==> src/rtl/fwd_hazard_scoreboard.sv <==
// Operand forwarding, long-latency scoreboard and stall watchdog for the decode stage.
// Define FWD_STATS_EN to add the saturating fwd_cnt/stall_cnt/sbfull_cnt statistics outputs.
module fwd_hazard_scoreboard #(
    parameter int NUM_SRC    = 2,
    parameter int NUM_STAGES = 2,
    parameter int SB_ENTRIES = 4,
    parameter int LAT_W      = 4,
    parameter int STALL_MAX  = 64
) (
    input  logic                    CLK,
    input  logic                    RST,
    input  logic [NUM_SRC*5-1:0]    src_reg,
    input  logic [NUM_SRC*32-1:0]   src_rf,
    output logic [NUM_SRC*32-1:0]   src_out,
    output logic [NUM_SRC-1:0]      fwd_f,
    input  logic [NUM_STAGES-1:0]   stg_wen,
    input  logic [NUM_STAGES*5-1:0] stg_reg,
    input  logic [NUM_STAGES*32-1:0] stg_data,
    input  logic [NUM_STAGES-1:0]   stg_rdy,
    input  logic                    sb_alloc,
    input  logic [4:0]              sb_reg,
    input  logic [LAT_W-1:0]        sb_lat,
    output logic                    sb_full,
    input  logic                    flush,
    output logic                    stall,
    output logic                    fault,
    output logic [1:0]              dbg_state
`ifdef FWD_STATS_EN
    ,
    output logic [31:0]             fwd_cnt,
    output logic [31:0]             stall_cnt,
    output logic [31:0]             sbfull_cnt
`endif
);

    typedef enum logic [1:0] {
        ST_RUN   = 2'd0,
        ST_STALL = 2'd1,
        ST_FAULT = 2'd2
    } state_t;

    localparam int WD_W = $clog2(STALL_MAX + 1);

    state_t                 state_q, state_d;
    logic [WD_W-1:0]        wd_cnt_q, wd_cnt_d;
    logic [WD_W-1:0]        wd_inc;

    logic [SB_ENTRIES-1:0]  sb_valid;
    logic [4:0]             sb_reg_q [SB_ENTRIES];
    logic [LAT_W-1:0]       sb_cnt   [SB_ENTRIES];

    logic [SB_ENTRIES-1:0]  dup_sel;
    logic [SB_ENTRIES-1:0]  free_sel;
    logic [SB_ENTRIES-1:0]  alloc_sel;
    logic                   do_alloc;
    logic [LAT_W-1:0]       lat_eff;

    logic [NUM_SRC-1:0]     hazard;
    logic                   any_hazard;

    // Result packing: {hazard, forwarded, operand}. The first matching stage
    // decides; an unready youngest match hides any older ready copy.
    function automatic logic [33:0] resolve(input logic [4:0] r, input logic [31:0] rf);
        logic        found;
        logic [33:0] res;
        found = 1'b0;
        res   = {2'b00, rf};
        if (r == 5'd0) begin
            res = '0;
        end else begin
            for (int g = 0; g < NUM_STAGES; g++) begin
                if (!found && stg_wen[g] && (stg_reg[g*5 +: 5] == r)) begin
                    found = 1'b1;
                    if (stg_rdy[g]) res = {2'b01, stg_data[g*32 +: 32]};
                    else            res[33] = 1'b1;
                end
            end
            for (int e = 0; e < SB_ENTRIES; e++) begin
                if (sb_valid[e] && (sb_reg_q[e] == r)) res[33] = 1'b1;
            end
        end
        return res;
    endfunction

    for (genvar s = 0; s < NUM_SRC; s++) begin : g_port
        logic [33:0] res;
        assign res                = resolve(src_reg[s*5 +: 5], src_rf[s*32 +: 32]);
        assign src_out[s*32 +: 32] = res[31:0];
        assign fwd_f[s]           = res[32];
        assign hazard[s]          = res[33];
    end

    assign any_hazard = |hazard;
    assign stall      = any_hazard && (state_q != ST_FAULT);
    assign fault      = (state_q == ST_FAULT);
    assign dbg_state  = state_q;
    assign sb_full    = &sb_valid;

    // A re-allocated register reuses its own entry; otherwise take the lowest
    // slot that was free before this edge.
    always_comb begin
        dup_sel  = '0;
        free_sel = '0;
        for (int i = 0; i < SB_ENTRIES; i++) begin
            dup_sel[i] = sb_valid[i] && (sb_reg_q[i] == sb_reg);
        end
        for (int i = SB_ENTRIES - 1; i >= 0; i--) begin
            if (!sb_valid[i]) begin
                free_sel    = '0;
                free_sel[i] = 1'b1;
            end
        end
        alloc_sel = (|dup_sel) ? dup_sel : free_sel;
    end

    assign do_alloc = sb_alloc && !sb_full && !flush;
    assign lat_eff  = (sb_lat == '0) ? LAT_W'(1) : sb_lat;

    always_ff @(posedge CLK or posedge RST) begin
        if (RST) begin
            sb_valid <= '0;
            for (int i = 0; i < SB_ENTRIES; i++) begin
                sb_reg_q[i] <= '0;
                sb_cnt[i]   <= '0;
            end
        end else if (flush) begin
            sb_valid <= '0;
        end else begin
            for (int i = 0; i < SB_ENTRIES; i++) begin
                if (do_alloc && alloc_sel[i]) begin
                    sb_valid[i] <= 1'b1;
                    sb_reg_q[i] <= sb_reg;
                    sb_cnt[i]   <= lat_eff;
                end else if (sb_valid[i]) begin
                    if (sb_cnt[i] == LAT_W'(1)) sb_valid[i] <= 1'b0;
                    else                        sb_cnt[i]   <= sb_cnt[i] - LAT_W'(1);
                end
            end
        end
    end

    assign wd_inc = wd_cnt_q + WD_W'(1);

    // Watchdog counts consecutive stalled cycles, including the first one seen in RUN.
    always_comb begin
        state_d  = state_q;
        wd_cnt_d = wd_cnt_q;
        case (state_q)
            ST_RUN, ST_STALL: begin
                if (flush) begin
                    state_d  = ST_RUN;
                    wd_cnt_d = '0;
                end else if (any_hazard) begin
                    wd_cnt_d = wd_inc;
                    state_d  = (wd_inc >= WD_W'(STALL_MAX)) ? ST_FAULT : ST_STALL;
                end else begin
                    state_d  = ST_RUN;
                    wd_cnt_d = '0;
                end
            end
            ST_FAULT: state_d = ST_FAULT;
            default: begin
                state_d  = ST_RUN;
                wd_cnt_d = '0;
            end
        endcase
    end

    always_ff @(posedge CLK or posedge RST) begin
        if (RST) begin
            state_q  <= ST_RUN;
            wd_cnt_q <= '0;
        end else begin
            state_q  <= state_d;
            wd_cnt_q <= wd_cnt_d;
        end
    end

`ifdef FWD_STATS_EN
    always_ff @(posedge CLK or posedge RST) begin
        if (RST) begin
            fwd_cnt    <= '0;
            stall_cnt  <= '0;
            sbfull_cnt <= '0;
        end else begin
            if ((|fwd_f) && (fwd_cnt != '1))                 fwd_cnt    <= fwd_cnt + 32'd1;
            if (stall && (stall_cnt != '1))                  stall_cnt  <= stall_cnt + 32'd1;
            if (sb_alloc && sb_full && (sbfull_cnt != '1))   sbfull_cnt <= sbfull_cnt + 32'd1;
        end
    end
`endif

endmodule

==> config.mk <==
export PLATFORM = sky130hd
export DESIGN_NAME = fwd_hazard_scoreboard
export DESIGN_NICKNAME = d
export VERILOG_FILES = /design/src/rtl/fwd_hazard_scoreboard.sv
export SDC_FILE = /design/constraint.sdc
export NUM_CORES = 1
export LEC_CHECK = 0
export ABC_AREA = 1
export ABC_CLOCK_PERIOD_IN_PS = 2150
export BUFFER_PORTS_ARGS = -buffer_cell sky130_fd_sc_hd__clkbuf_2
export CAP_MARGIN = 20
export CORE_UTILIZATION = 50
export CTS_CLUSTER_DIAMETER = 80
export CTS_CLUSTER_SIZE = 8
export DETAILED_ROUTE_END_ITERATION = 8
export GPL_TIMING_DRIVEN = 0
export HOLD_SLACK_MARGIN = 0.12
export PLACE_DENSITY = 0.82
export SYNTH_ARGS = -nofsm -noshare
export SYNTH_HDL_FRONTEND = slang
export SYNTH_SLANG_ARGS = --single-unit
==> constraint.sdc <==
create_clock -name CLK -period 2.15 [get_ports CLK]
set_input_delay 0.1075 -clock CLK [delete_from_list [all_inputs] [get_ports CLK]]
set_output_delay 0.1075 -clock CLK [all_outputs]
set_load 0.01 [all_outputs]
Word-level counts from Yosys, hierarchy flattened
Index checks and enable logic that the tools add are counted.
{ "op_classes": {"n_addsub": 5, "order_cmp": 1, "n_eq_ne": 27, "n_mux": 62, "bitwise": 1, "n_reduce_logical": 49} }
{ "op_table": {"columns": ["operator", "n"], "rows": [
  ["34-bit two-way mux", 6],
  ["33-bit two-way mux", 4],
  ["5-bit == test", 16],
  ["4-bit two-way mux", 19],
  ["1-bit two-way mux", 26],
  ["1-bit logical AND", 25],
  ["4-bit by 1-bit == test with 1-bit output (second input constant)", 4],
  ["4-bit by 1-bit subtractor with 4-bit output (second input constant)", 4],
  ["7-bit two-way mux", 2],
  ["7-bit case mux with 2 select lines", 1],
  ["3-bit AND reduction", 4],
  ["5-bit logical NOT", 2],
  ["2-bit inequality test (second input constant)", 5],
  ["2-bit AND reduction", 4],
  ["2-bit nonzero test", 4],
  ["7-bit by 1-bit adder with 7-bit output (second input constant)", 1],
  ["7-bit greater-or-equal comparator (second input constant)", 1],
  ["2-bit two-way mux", 3],
  ["1-bit logical NOT", 4],
  ["4-bit logical NOT", 1],
  ["2-bit case mux with 2 select lines", 1],
  ["4-bit AND reduction", 1],
  ["2-bit OR reduction", 2],
  ["4-bit OR reduction", 1],
  ["other kinds (4)", 4]
]} }
{ "totals": {"register_bits": 49, "in_bits": 165, "word_cells": 156} }

Depth between registers and ports, before layout
Gate-level depths: netlist of the first run.
{ "logic_depth": {"depth_word": 17, "depth_mapped": 14, "mapped_depth_nobuf": 13} }

Least setup slack after synthesis of the first run
No wires, ideal clock.
{ "synth_path": {"path_type": "reg-to-reg", "start": "reg sb_valid[0]", "end": "reg sb_cnt[12] (netlist bit)", "setup_ns": 0.116, "t_arrival_ns": 1.518, "required_time_ns": 2.034, "path_slack_ns": 0.516, "path_stages_with_launch": 9, "n_path_buf": 1, "path_cell_list": "dfrtp_1 nand2_1 nor3_1 nor2_2 buf_2 nand4_1 nand2_1 nand2_1 nand2_1"} }
{ "synth_between": {"elab_chain_len": 7, "elab_cells_between_ends": 13, "cone_classes": "eq/ne (1); mux (3); reduce/logical (9)"} }
{ "synth_rtl": {"columns": ["element", "line_no", "source"], "rows": [
  ["from (decl)", "48", "logic [SB_ENTRIES-1:0] sb_valid;"],
  ["from (signal assigned)", "121", "sb_valid <= '0;"],
  ["from (signal assigned)", "127", "sb_valid <= '0;"],
  ["from (signal, indexed assignment)", "131", "sb_valid[i] <= 1'b1;"],
  ["4-bit AND reduction (*)", "97", "assign sb_full = &sb_valid;"],
  ["via sb_full", "23", "output logic sb_full,"],
  ["1-bit logical NOT (*)", "116", "assign do_alloc = sb_alloc && !sb_full && !flush;"],
  ["1-bit logical AND (*) (2 in series)", "116", null],
  ["1-bit logical AND (*)", "130", "if (do_alloc && alloc_sel[i]) begin"],
  ["2-bit inequality test (no line) / 2-bit nonzero test (equally long branches)", null, null],
  ["3-bit AND reduction (no line)", null, null],
  ["to (signal, indexed assignment)", "133", "sb_cnt[i] <= lat_eff;"],
  ["to (signal, indexed assignment)", "136", "else sb_cnt[i] <= sb_cnt[i] - LAT_W'(1);"],
  ["to (decl)", "50", "logic [LAT_W-1:0] sb_cnt [SB_ENTRIES];"]
]} }
The timed path passes the listed nets; every way through them passes the cells marked *.
A chain may end at the register's enable or synchronous reset.

Worst setup path after layout of the first run
{ "layout_path": {"start": "in src_reg[8]", "end": "out src_out[57]"} }
{ "layout_between": {"elab_chain_len": 9, "elab_cells_between_ends": 13, "cone_classes": "eq/ne (2); mux (6); reduce/logical (5)"} }
{ "layout_rtl": {"columns": ["element", "line_no", "source"], "rows": [
  ["from (decl)", "12", "input logic [NUM_SRC*5-1:0] src_reg,"],
  ["5-bit == test", "72", "if (!found && stg_wen[g] && (stg_reg[g*5 +: 5] == r)) begin"],
  ["1-bit logical AND", "72", null],
  ["1-bit two-way mux", "72", null],
  ["1-bit two-way mux", "68", "if (r == 5'd0) begin"],
  ["1-bit logical NOT", "72", null],
  ["1-bit logical AND (2 in series)", "72", null],
  ["34-bit two-way mux", "72", null],
  ["34-bit two-way mux (*)", "68", null],
  ["to (decl)", "14", "output logic [NUM_SRC*32-1:0] src_out,"]
]} }
Every way passes the cells marked *; elsewhere a longest branch is shown, timed or not. The select of a mux whose other input is x is not followed.

==> results of run 1 <==
==> path summary, 6_finish.rpt <==
kind	start	to	slack (ns)	cells after the start
hold reg to reg	sb_cnt[15]$_DFFE_PP0P_	sb_cnt[15]$_DFFE_PP0P_	0.50	2
hold / removal	sb_lat[1]	sb_cnt[1]$_DFFE_PP0P_	0.14	3
setup / recovery	src_reg[8]	src_out[57]	0.07	11
setup reg to reg	sb_valid[0]$_DFF_PP0_	sb_cnt[13]$_DFFE_PP0P_	0.34	8
max in group asynchronous	RST	sb_reg_q[6]$_DFFE_PP0P_	1.22	4
min in group asynchronous	RST	dbg_state[0]$_DFF_PP0_	0.39	3
==> kinds of logic after synthesis <==
group                    synth area share
AND/OR/NAND/NOR                     0.356
adder cells (fa/ha/maj)            0.0197
flip-flops                          0.214
AO/OA/AOI/OAI                       0.267
XOR/XNOR                           0.0413
buffers and inverters               0.102
==> what timing repair did <==
item	CTS	global route
gates resized for setup	1	8
pin swaps	0	1
hold endpoints to repair	24	0
buffers inserted	0	2
endpoints found under the setup margin	1	18
hold buffers	1	0
==> area by class of cell <==
class,instances,area [um2],area share
plain buffers,51,303,0.0416
clock buffers,5,125,0.0172
clock inverters,3,22.5,0.00309
inverters,75,282,0.0387
multi-input cells,734,3950,0.543
flip-flops and latches,49,1230,0.169
well taps,140,175,0.0241
repair buffers,233,1190,0.164
==> worst max-delay path: stages <==
cell and delay [ns]:
clkbuf_2 0.16, inv_2 0.14, nand2_1 0.06, a21oi_1 0.29
nand3_2 0.13, buf_4 0.19, nor2_4 0.19, buf_6 0.18
o22ai_1 0.07, a21oi_1 0.26, clkbuf_2 0.19
==> registers in the layout, indices dropped and copies added, names as in the netlist <==
register and cells:
dbg_state 2, wd_cnt_q 7, sb_valid 4, sb_reg_q 20, sb_cnt 16
==> layer usage <==
| layer | GRT usage | wire length [um] | vias to the layer above |
|---|---|---|---|
| met5 | 0 | 0 | - |
| met4 | 0.115 | 673 | 0 |
| met3 | 0.0616 | 1820 | 57 |
| met2 | 0.571 | 9910 | 358 |
| met1 | 0.443 | 8600 | 3373 |
| li1 | - | - | 3537 |
==> synthesized netlist by cell type, types with 2 or more instances <==
cell type,number
inv_2,10
inv_1,65
nand2_2,6
nand3_1,37
a21oi_2,12
clkbuf_1,18
nand3b_1,2
a21oi_1,59
ha_1,9
nor2_1,80
buf_4,6
o21ai_0,88
o21ai_2,6
nand4_1,7
nand2_4,5
dfrtp_1,49
xnor2_1,4
nand2_1,195
o21ai_1,28
nor2_2,3
or2_2,65
xor2_1,23
nand3_2,7
o22ai_1,67
buf_6,6
nor2_4,4
buf_2,18
nand3_4,2
nor3_1,16
==> through the flow <==
stage | instance area [um2] | instances | setup TNS [ns]
floorplan | 5730 | 909 | 0
global placement | 7050 | 1278 | -0.0177
detailed placement | 7070 | 1279 | -0.0283
CTS | 7230 | 1288 | 0
global route | 7280 | 1290 | 0
finish | 7280 | 1290 | 0
==> where the power goes <==
part	internal, mW	switching [mW]	total (mW)	leakage [nW]
clock network	0.431	0.344	0.774	0.0621
registers	1.18	0.287	1.47	0.623
logic	0.769	1.00	1.77	3.05
total	2.38	1.64	4.01	3.74
==> summary.txt, run 1 <==
Clocking
  • H-tree levels: 2
  • Clock Sinks: 49
  • Max Buffers Root-to-Sink: 2
  • Clk root buf: clkbuf_16
  • Cts bufs inserted: 5
  • CTS tree: built
  • Worst-path clk slew: 0.07 ns
  • Worst skew pair latency: 0.29 ns

Timing
  • Skew final: 0.00398 ns
  • Final setup viols: 0
  • Rel. slew slack: 0.532
  • Hold Slack: 0.135 ns
  • Max Clk Rate: 0.480 GHz
  • Worst Slack Setup Final: 0.0685 ns
  • Tmin final: 2.08 ns
  • Fin crit share: 0.968
  • RSZ-0062 raised after global routing: no
  • Worst Max-Slew Pin Slew: 0.699 ns
  • Final hold vios: 0
  • Pins over their slew limit: 0

Critical path
  • Worst Path Max Fanout: 10
  • Worst Setup End Kind: primary output
  • Critical path arrival: 1.97 ns
  • Worst setup path category: in -> out
  • Critical Path Start Type: input port
  • Worst EP required: 2.04 ns

Floorplan
  • Die Y: 109 um
  • Cell Rows: 38
  • Initial Util: 0.522
  • Die area: 11900 um2
  • Top-Level Pins: 236
  • Total core area: 11000 um2
  • Die Wd: 109 um

Power and ir drop
  • P_leak: 3.74 nW
  • Maximum vdd ir drop: 0.000645 V
  • Cell area power density: 552 nW/um2
  • Overall power: 4.01 mW

Global routing
  • Tot GR Track Use: 0.342
  • Vias in the first global route: 6493
  • Largest net degree at the start of global routing: 26
  • Grt ovf: 0
  • Global-route wire length before repair: 32100 um
  • Initial antenna violation count: 0

Layout
  • Area delta synth->final: 27.0%
  • Share of cells above drive strength 1: 0.352
  • Final design utilization: 0.663
  • ANT cells: 0
  • Layout fillers: 1047
  • Most frequent cells in the layout: 230 x clkbuf_2, 194 x nand2_1, 88 x o21ai_0, 78 x nor2_1, 67 x o22ai_1
  • Final net count: 1323
  • Leading cell type in the layout, fill and taps excluded: clkbuf_2

Yosys
  • Mapped Area: 5730 um2
  • Syn_nets: 1083
  • Area share of the largest cell type after synthesis: 0.214
  • Post-synth EDFFs: 0
  • Yosys Warn Count: 0
  • Synthesized area per cell: 6.30 um2
  • Yosys top cell by area: dfrtp_1
  • Synth Flop Type: dfrtp_1
  • Count of state elements after synthesis: 49
  • Main area contributors after synthesis: dfrtp_1 21%, nand2_1 13%, o21ai_0 7.7%
  • Post-synth cell types: 41
  • Gate Count Post-Synth: 909
  • Post-synthesis sequential area ratio: 0.214
  • Ys async rst share: 1.00

Min path
  • Min-delay worst type: in -> reg

Placed design
  • DP Worst Slack: -0.0283 ns
  • DP Wirelength: 16600 um
  • GPL Wtd Cong: 0.948
  • Number of port buffers: 229

Drt
  • TritonRoute pass-1 iters: 5
  • Detailed Route WL: 21000 um
  • Via count: 7325
  • Drt wl/cell: 16.3 um
  • Initial drt markers: 738
  • Final ANT Viol Nets: 0
  • Vias per inst: 5.68
  • DRC viols: 0

Outcome
  • Status: complete, no violations

Job
  • Max Cap Viol: 0
No activity file was read; power rests on OpenSTA's default activity.
==> inputs of run 2 (changes only) <==
--- a/config.mk
+++ b/config.mk
@@ -9,13 +9,14 @@
 export ABC_CLOCK_PERIOD_IN_PS = 2150
 export BUFFER_PORTS_ARGS = -buffer_cell sky130_fd_sc_hd__clkbuf_2
 export CAP_MARGIN = 20
-export CORE_UTILIZATION = 50
+export CORE_UTILIZATION = 51
+export CTS_BUF_LIST = sky130_fd_sc_hd__clkbuf_2
 export CTS_CLUSTER_DIAMETER = 80
 export CTS_CLUSTER_SIZE = 8
 export DETAILED_ROUTE_END_ITERATION = 8
 export GPL_TIMING_DRIVEN = 0
 export HOLD_SLACK_MARGIN = 0.12
-export PLACE_DENSITY = 0.82
+export PLACE_DENSITY = 0.83
 export SYNTH_ARGS = -nofsm -noshare
 export SYNTH_HDL_FRONTEND = slang
 export SYNTH_SLANG_ARGS = --single-unit
==> run 2 against run 1 <==
  * Worst hold slack improved by 0.024 ns
  * Worst setup slack got worse by 0.010 ns
  * Clock skew up 0.011 ns
  * Critical endpoint is now src_out[35]
  * Largest power group unchanged
  * Highest routed layer unchanged
==> summary.txt, run 2 (synthesis gave the netlist of run 1 again) <==
Drt
  • Vias per inst: 5.65 (-0.46%)
  • Drt wl/cell: 16.2 um (-0.56%)
  • Initial drt markers: 821 (+11%)
  • DRC viols: 0 (unchanged)
  • TritonRoute pass-1 iters: 5 (unchanged)
  • Final ANT Viol Nets: 0 (unchanged)
  • Via count: 7393 (+0.93%)
  • Detailed Route WL: 21200 um (+0.82%)

Timing
  • Skew final: 0.0149 ns (+0.0109 ns)
  • Max Clk Rate: 0.478 GHz (-0.48%)
  • Fin crit share: 0.973 (+0.00463)
  • Worst Max-Slew Pin Slew: 0.766 ns (+0.0669 ns)
  • Final setup viols: 0 (unchanged)
  • Pins over their slew limit: 0 (unchanged)
  • RSZ-0062 raised after global routing: yes
  • Hold Slack: 0.159 ns (+0.0244 ns)
  • Setup TNS: 0 ns (unchanged)
  • Tmin final: 2.09 ns (+0.00995 ns)
  • Rel. slew slack: 0.488 (-0.0448)
  • Final hold vios: 0 (unchanged)

Power and ir drop
  • Overall power: 3.80 mW (-5.3%)
  • Maximum vdd ir drop: 0.000661 V (+2.5%)
  • Cell area power density: 513 nW/um2 (-6.9%)
  • P_leak: 3.80 nW (+1.7%)

Job
  • Max Cap Viol: 0 (unchanged)

Critical path
  • Critical path arrival: 1.98 ns (about the same)
  • Reg2Reg Setup Slack: 0.31 ns (-0.03 ns)
  • WP buf/inv: 4 (-1)
  • Worst Path Max Fanout: 10 (unchanged)
  • Critical Path Start Type: input port
  • CP max stage delay: 0.27 ns (-0.02 ns)
  • Worst path slowest cell: a21oi_1
  • Worst EP required: 2.04 ns (about the same)
  • Worst setup path category: in -> out
  • Crit path max-delay family: buffers and inverters
  • Worst Setup End Kind: primary output
  • Crit-path cells: clkbuf_2, inv_2, nand2_1, a21oi_1, nand3_2, nand2_1, buf_2, o21ai_0, a21oi_1, clkbuf_2

Floorplan
  • Top-Level Pins: 236 (unchanged)
  • Initial Util: 0.526 (+0.00456)
  • Total core area: 10900 um2 (-0.87%)
  • Die Wd: 108 um (-0.97%)
  • Die area: 11700 um2 (-1.9%)
  • Die Y: 108 um (-0.97%)
  • Cell Rows: 38 (unchanged)

Layout
  • Layout fillers: 982 (-6.2%)
  • Final net count: 1340 (+1.3%)
  • Top reg by flops: sb_reg_q
  • Leading cell type in the layout, fill and taps excluded: clkbuf_2
  • Max reg flops: 20 (unchanged)
  • Area delta synth->final: 29.2%
  • Most frequent cells in the layout: 234 x clkbuf_2, 192 x nand2_1, 88 x o21ai_0, 77 x nor2_1, 66 x o22ai_1
  • Share of cells above drive strength 1: 0.368 (+0.0154)
  • Regs by FF count: sb_reg_q x20, sb_cnt x16, wd_cnt_q x7
  • Final design utilization: 0.680 (+0.0174)

Global routing
  • Vias in the first global route: 6475 (-0.28%)
  • Largest net degree at the start of global routing: 29 (+12%)
  • Global-route wire length before repair: 32000 um (-0.45%)
  • Tot GR Track Use: 0.345 (+0.00295)
  • Grt ovf: 0 (unchanged)
  • Initial antenna violation count: 0 (unchanged)

Clocking
  • CTS tree: built
  • Worst skew pair latency: 0.43 ns (+0.14 ns)
  • H-tree levels: 2 (unchanged)
  • Clk root buf: clkbuf_2
  • Max Buffers Root-to-Sink: 2 (unchanged)
  • Cts bufs inserted: 5 (unchanged)
  • Worst-path clk slew: 0.25 ns (+0.18 ns)
  • Clock Sinks: 49 (unchanged)

Outcome
  • Status: complete, no violations

Placed design
  • GPL Wtd Cong: 0.983 (+3.7%)
  • DP Wirelength: 16200 um (-2.4%)
  • Number of port buffers: 229 (unchanged)

Min path
  • Min-delay worst type: in -> reg
## run 2: cell types whose count changed in the layout (fill, tap and decap cells not counted), moves of 2 or more
cell / before / now
inv_1: 64 / 61
clkbuf_16: 5 / 0
nor3_2: 0 / 3
inv_2: 11 / 14
dfrtp_2: 1 / 6
nand2_2: 7 / 9
clkbuf_2: 230 / 234
buf_4: 8 / 15
nor3_1: 16 / 13
dlygate4sd3_1: 1 / 11
nand2_1: 194 / 192
dfrtp_1: 48 / 43
clkinvlp_4: 3 / 1
## run 2: per-stage QoR
step                cells  area (um2)  setup slack [ns]
floorplan             909        5730             0.516
global placement     1278        7050            0.0338
detailed placement   1279        7070            0.0131
CTS                  1298        7250           0.00931
global route         1307        7400           -0.0953
finish               1308        7400            0.0585
## run 2: what timing repair did
action,in CTS,in global routing
setup endpoints to repair,1,25
hold endpoints to repair,86,0
resized for setup,1,26
hold buffers,11,0
buffers inserted,0,10
pin swaps,0,10
## run 2: per-layer routing
layer | vias up | wire, um | global-route usage
met1 | 3366 | 8390 | 0.435
met5 | - | 0 | 0
met4 | 0 | 888 | 0.155
met2 | 394 | 10100 | 0.579
li1 | 3572 | - | -
met3 | 61 | 1850 | 0.0567
## run 2: final cells by class
class | instances | area (um2) | area share
inverter | 75 | 282 | 0.0380
clock inverter | 3 | 46.3 | 0.00625
sequential | 49 | 1230 | 0.167
timing repair buffer | 251 | 1360 | 0.183
buffer | 50 | 299 | 0.0404
antenna | 1 | 2.50 | 0.000338
clock buffer | 5 | 25.0 | 0.00338
multi-input combinational | 734 | 3990 | 0.538
tap | 140 | 175 | 0.0237
## run 2: worst paths after layout
path | cells after the start | endpoint | from
max | 10 | src_out[35] | src_reg[8]
min | 5 | sb_valid[0]$_DFF_PP0_ | sb_alloc
max reg2reg | 13 | sb_cnt[10]$_DFFE_PP0P_ | sb_reg_q[13]$_DFFE_PP0P_
min reg2reg | 2 | sb_cnt[13]$_DFFE_PP0P_ | sb_cnt[13]$_DFFE_PP0P_
max in group asynchronous | 4 | sb_reg_q[14]$_DFFE_PP0P_ | RST
min in group asynchronous | 3 | wd_cnt_q[4]$_DFFE_PP0N_ | RST
## run 2: worst reg2reg max path, stage by stage (launching register included)
cell and delay [ns]:
dfrtp_1 0.51, inv_1 0.10, nand2_1 0.06, nand2_1 0.11, nor2_4 0.05, nand3_4 0.09
nand2_4 0.07, nor2_4 0.16, nand3_2 0.10, nand2_4 0.11, nand2_4 0.10, buf_12 0.18
nand3_1 0.06, nand2_1 0.06
## run 2: report_power, final
group          internal, mW  switching [mW]
Combinational         0.799            1.03
Clock                 0.198           0.301
Sequential             1.18           0.292
